===== config.mk =====
export PLATFORM = sky130hd
export DESIGN_NAME = fifo_stream
export DESIGN_NICKNAME = d
export VERILOG_FILES = /design/src/rtl/fifo_pkg.sv /design/src/rtl/fifo_out_stage.sv /design/src/rtl/fifo_stream.sv
export SDC_FILE = /design/constraint.sdc
export NUM_CORES = 1
export LEC_CHECK = 0
export ABC_CLOCK_PERIOD_IN_PS = 3850
export CORE_MARGIN = 2
export CORE_UTILIZATION = 45
export DETAILED_ROUTE_END_ITERATION = 6
export PLACE_DENSITY = 0.77
export SYNTH_ARGS = -nofsm -noshare
export SYNTH_HDL_FRONTEND = slang
export SYNTH_SLANG_ARGS = --single-unit
export TNS_END_PERCENT = 5

===== constraint.sdc =====
create_clock -name clk -period 3.85 [get_ports clk]
set_input_delay 0.9625 -clock clk [delete_from_list [all_inputs] [get_ports clk]]
set_output_delay 0.9625 -clock clk [all_outputs]
set_load 0.05 [all_outputs]

===== src/rtl/fifo_pkg.sv =====
`default_nettype none
// ----------------------------------------------------------------------------
// Module   : fifo_pkg
// Brief    : Shared defaults and width helpers for the fifo_stream slice.
// Revision : 1.0  initial release
// ----------------------------------------------------------------------------
package fifo_pkg;

    localparam int c_default_data_width = 32;
    localparam int c_default_depth      = 4;

    function automatic int ptr_width(input int depth);
        return (depth > 1) ? $clog2(depth) : 1;
    endfunction

    // Occupancy spans 0..DEPTH+1 once the optional output register is counted.
    function automatic int count_width(input int depth);
        return ptr_width(depth) + 2;
    endfunction

endpackage : fifo_pkg
`default_nettype wire


===== src/rtl/fifo_out_stage.sv =====
`default_nettype none
// ----------------------------------------------------------------------------
// Module   : fifo_out_stage
// Brief    : Single-entry valid/ready output register for the FIFO read side.
// Revision : 1.0  initial release
// ----------------------------------------------------------------------------
module fifo_out_stage
    import fifo_pkg::*;
#(
    parameter int DATA_WIDTH = c_default_data_width
) (
    input  logic                  clk,
    input  logic                  clr,
    input  logic                  flush,
    input  logic                  in_valid,
    output logic                  in_ready,
    input  logic [DATA_WIDTH-1:0] in_data,
    output logic                  out_valid,
    input  logic                  out_ready,
    output logic [DATA_WIDTH-1:0] out_data
);

    logic                  r_valid;
    logic [DATA_WIDTH-1:0] r_data;
    logic                  w_load;

    assign in_ready  = !r_valid || out_ready;
    assign w_load    = in_valid && in_ready;
    assign out_valid = r_valid;
    assign out_data  = r_data;

    // Flush drops the valid flag only; the held word is simply ignored.
    always_ff @(posedge clk) begin
        if (!clr) begin
            r_valid <= 1'b0;
            r_data  <= '0;
        end else if (flush) begin
            r_valid <= 1'b0;
        end else if (w_load) begin
            r_valid <= 1'b1;
            r_data  <= in_data;
        end else if (out_ready) begin
            r_valid <= 1'b0;
        end
    end

endmodule : fifo_out_stage
`default_nettype wire


===== src/rtl/fifo_stream.sv =====
`default_nettype none
// ----------------------------------------------------------------------------
// Module   : fifo_stream
// Brief    : Synchronous valid/ready FIFO, FWFT or registered-output read side.
// Revision : 1.0  initial release
// ----------------------------------------------------------------------------
module fifo_stream
    import fifo_pkg::*;
#(
    parameter int DATA_WIDTH   = c_default_data_width,
    parameter int DEPTH        = c_default_depth,
    parameter int FWFT         = 1,
    parameter int AFULL_LEVEL  = DEPTH - 1,
    parameter int AEMPTY_LEVEL = 1
) (
    input  logic                          clk,
    input  logic                          clr,
    input  logic                          flush,
    input  logic                          s_valid,
    output logic                          s_ready,
    input  logic [DATA_WIDTH-1:0]         s_data,
    output logic                          m_valid,
    input  logic                          m_ready,
    output logic [DATA_WIDTH-1:0]         m_data,
    output logic [count_width(DEPTH)-1:0] count,
    output logic                          almost_full,
    output logic                          almost_empty
);

    localparam int                 c_ptr_w    = ptr_width(DEPTH);
    localparam int                 c_cnt_w    = count_width(DEPTH);
    localparam logic [c_ptr_w-1:0] c_ptr_one  = c_ptr_w'(1);
    localparam logic [c_ptr_w:0]   c_mem_full = (c_ptr_w + 1)'(DEPTH);
    localparam logic [c_ptr_w:0]   c_mem_one  = (c_ptr_w + 1)'(1);
    localparam logic [c_cnt_w-1:0] c_cnt_one  = c_cnt_w'(1);

    logic [DATA_WIDTH-1:0] r_mem [DEPTH];
    logic [c_ptr_w-1:0]    r_wr_ptr;
    logic [c_ptr_w-1:0]    r_rd_ptr;
    logic [c_ptr_w:0]      r_mem_cnt;
    logic [c_cnt_w-1:0]    r_count;
    logic                  w_mem_valid;
    logic                  w_wr;
    logic                  w_rd;
    logic                  w_pop;

    assign w_mem_valid  = (r_mem_cnt != '0);
    assign s_ready      = (r_mem_cnt < c_mem_full);
    assign w_wr         = s_valid && s_ready;
    assign w_rd         = m_valid && m_ready;
    assign count        = r_count;
    assign almost_full  = (int'(r_count) >= AFULL_LEVEL);
    assign almost_empty = (int'(r_count) <= AEMPTY_LEVEL);

    generate
        if (FWFT != 0) begin : g_fwft
            assign m_valid = w_mem_valid;
            assign m_data  = r_mem[r_rd_ptr];
            assign w_pop   = w_rd;
        end else begin : g_out_reg
            logic w_stage_ready;

            fifo_out_stage #(
                .DATA_WIDTH (DATA_WIDTH)
            ) u_out_stage (
                .clk       (clk),
                .clr       (clr),
                .flush     (flush),
                .in_valid  (w_mem_valid),
                .in_ready  (w_stage_ready),
                .in_data   (r_mem[r_rd_ptr]),
                .out_valid (m_valid),
                .out_ready (m_ready),
                .out_data  (m_data)
            );

            assign w_pop = w_mem_valid && w_stage_ready;
        end
    endgenerate

    // Storage is never cleared; pointers alone define what is live.
    always_ff @(posedge clk) begin
        if (clr && !flush && w_wr) begin
            r_mem[r_wr_ptr] <= s_data;
        end
    end

    always_ff @(posedge clk) begin
        if (!clr || flush) begin
            r_wr_ptr  <= '0;
            r_rd_ptr  <= '0;
            r_mem_cnt <= '0;
        end else begin
            if (w_wr) begin
                r_wr_ptr <= r_wr_ptr + c_ptr_one;
            end
            if (w_pop) begin
                r_rd_ptr <= r_rd_ptr + c_ptr_one;
            end
            case ({w_wr, w_pop})
                2'b10:   r_mem_cnt <= r_mem_cnt + c_mem_one;
                2'b01:   r_mem_cnt <= r_mem_cnt - c_mem_one;
                default: r_mem_cnt <= r_mem_cnt;
            endcase
        end
    end

    // Total occupancy moves only on external transfers; the internal
    // memory-to-output-register hop leaves it unchanged.
    always_ff @(posedge clk) begin
        if (!clr || flush) begin
            r_count <= '0;
        end else begin
            case ({w_wr, w_rd})
                2'b10:   r_count <= r_count + c_cnt_one;
                2'b01:   r_count <= r_count - c_cnt_one;
                default: r_count <= r_count;
            endcase
        end
    end

endmodule : fifo_stream
`default_nettype wire

==> key figures <==
GRT
  – First-pass GRT wire length: 14900 um
  – Gr usage total: 0.157
  – Total gr overflow: 0
  – Largest net degree at the start of global routing: 24
  – Initial antenna violation count: 0
  – Vias in the first global route: 2837

Die
  – DIE AREA: 12800 um2
  – Core area: 11500 um2
  – Site Rows: 39
  – Height of the die: 113 um
  – Initial Utilization: 0.466
  – Ports: 77
  – Die W: 113 um

Synthesis
  – Yosys warns: 0
  – Yosys cell types: 28
  – Post-Syn Nets: 299
  – Mean Syn Cell Area: 21.3 um2
  – Synth Flop Type: edfxtp_1
  – Seq/Total Area, Yosys: 0.764
  – Seq cells post-synth: 141
  – FFs w/ async S/R, synth: 0
  – Number of flops mapped to enable cells by yosys: 128
  – Area of the mapped netlist: 5370 um2
  – Syn Inst Count: 252

Drt
  – Vias per Instance: 5.26
  – DRT Pass-1 Iters: 6
  – Starting DRT DRC Count: 223
  – WL per Instance: 18.8 um
  – Drt drc: 9
  – Post-DRT Antenna Nets: 0
  – Final wirelength: 9370 um
  – Routed vias: 2618

STA
  – Slew HR: 0.657
  – Post-layout minimum cycle time: 3480 ps
  – Setup Skew: 5.15 ps
  – Sum Neg Setup Slack: 0 ps
  – Final setup violation count: 0
  – Max-slew violation count: 0
  – RSZ-0062 raised after global routing: no
  – Fmax: 287 MHz
  – Hold Vio Cnt, Final: 0
  – Slew @ Worst Pin: 513 ps
  – Final period util: 0.905

Pwr
  – Clk network pwr share: 0.461
  – Reg power frac: 0.476
  – Comb pwr share: 0.064
  – Max IR drop VDD: 0.000326 V
  – Net Sw Frac: 0.199
  – Power Internal: 2.86 mW
  – Psw: 711 uW
  – Static leakage: 2.30 nW
  – PD cells: 513 nW/um2

Cells and area
  – Commonest cells after routing, fill and taps aside: edfxtp_1, clkdlybuf4s50_1, mux4_2
  – Area grow syn2layout: 29.8%
  – Fin cells: 498
  – Seq. cell area: 4110 um2
  – Fin util: 0.605
  – Area of the multi-input gates: 1180 um2
  – Fill cell count: 828
  – Commonest non-fill, non-tap cell in the layout: edfxtp_1
  – # nets final: 389
  – Antenna fix cells: 0
  – Layout cells sized above 1: 0.206

Clocking
  – Hold_buf cts: 0
  – Clk_lat worst skew: 400 ps
  – Clk slew on worst S/H paths: 60 ps
  – Longest Clk Path Bufs: 2
  – Post-CTS Setup Bufs: 0
  – Gates resized, CTS repair: 0
  – Max H-tree Level: 4
  – CTS tree: built
  – TritonCTS Sinks: 141
  – TritonCTS Buffers: 17
  – CTS root buffer: clkbuf_16

Placed design
  – PortBufs: 76
  – Dpl hpwl: 5960 um
  – Routability cong.: 0.742
  – Placed cells: 466

Worst setup path
  – Crit path required time: 2890 ps
  – Crit-path slowest cell: clkdlybuf4s50_1
  – Arrival time of the worst setup path: 2520 ps
  – CP max stage delay: 720 ps
  – Crit. End Element: output port
  – CP cell instances: buf_12, mux4_2, clkdlybuf4s50_1
  – CP Launch Type: register
  – Crit path max fanout: 23
  – Critical Setup Path Class: reg2out

Outcome
  – Failing checks: design-rule violations
  – Outcome: complete, but fails checks

Job
  – Max-cap violations: 0

Min path
  – HP Class: reg2reg
-- power groups by stage --
stage / registers, mW / logic, mW / clock network (mW)
2_1_floorplan: 1.73 / 0.126 / 0
3_3_place_gp: 1.73 / 0.224 / 0
3_5_place_dp: 1.73 / 0.229 / 0
4_1_cts: 1.70 / 0.230 / 1.68
5_1_grt: 1.70 / 0.241 / 1.75
6_report: 1.70 / 0.227 / 1.65
-- kinds of logic (layout without fill, tap and decap cells) --
family,count (synthesis),after routing,synth area share
and+or+nand+nor,30,30,0.0296
adders and majority gates,10,10,0.0233
xor gates and xnor gates,6,6,0.00979
buffers and inverters,18,121,0.0165
DFF,141,141,0.764
muxes,38,38,0.145
AOI/OAI and AO/OA,9,9,0.0110
-- cell usage after synthesis (2+ instances only) --
library cell,count,share of area
dfxtp_1,13,0.048
buf_4,3,0.0042
edfxtp_1,128,0.72
nor2b_1,3,0.0035
a21oi_1,3,0.0028
xor2_1,4,0.0065
ha_1,10,0.023
mux4_2,32,0.13
nor2_1,11,0.0077
mux2i_1,6,0.011
buf_1,3,0.0021
and3_1,4,0.0047
clkbuf_1,2,0.0014
inv_1,7,0.0049
o21ai_0,2,0.0019
or3_1,3,0.0035
nand2_1,4,0.0028
xnor2_1,2,0.0033
buf_2,2,0.0019
nand2b_1,2,0.0023
-- registers in the layout, indices dropped and copies added, names as in the netlist, named ones only --
| signal | cells |
|---|---|
| r_mem_cnt | 3 |
| r_mem | 128 |
| count | 4 |
| r_rd_ptr | 2 |
| r_wr_ptr | 2 |
-- path summary, 6_finish.rpt --
path | from | end | slack, ps | cells after the start
worst max-delay path | register | m_data[12] | 370 | 3
worst min-delay path | count[3] | count[3] | 510 | 2
worst max register to register | r_mem_cnt[2] | r_mem_cnt[2] | 1590 | 8
worst min register to register | count[3] | count[3] | 510 | 2
-- area by class of cell --
| type | instances | area share |
|---|---|---|
| Inverter | 7 | 0.00377 |
| Timing Repair Buffer | 82 | 0.125 |
| Clock buffer | 19 | 0.0621 |
| Sequential cell | 141 | 0.589 |
| Tap cell | 143 | 0.0257 |
| Clock inverter | 13 | 0.0248 |
| Multi-Input combinational cell | 93 | 0.170 |
-- worst max-delay path: cells and delay by family (launching register included) --
kind,cells,cell delay (ps)
buffers and inverters,2,990
flip-flops,1,560
multiplexers,1,540
-- layer usage --
layer / global-route usage / wire [um]
met2: 0.262 / 4740
met3: 0.0498 / 548
met4: 0.0610 / 106
met1: 0.194 / 3980
met5: 0 / 0
-- stage by stage --
step                      hold WS, ps  area (um2)  setup slack (ps)  power, mW
after CTS                         512        6970               306       3.61
final                             507        6970               366       3.57
after floorplan                   482        5370               847       1.86
after detailed placement          501        6360               546       1.96
after global placement            485        6360               642       1.95
after global routing              533        6970               233       3.69
Note: power is estimated with default switching activity, not from simulation.
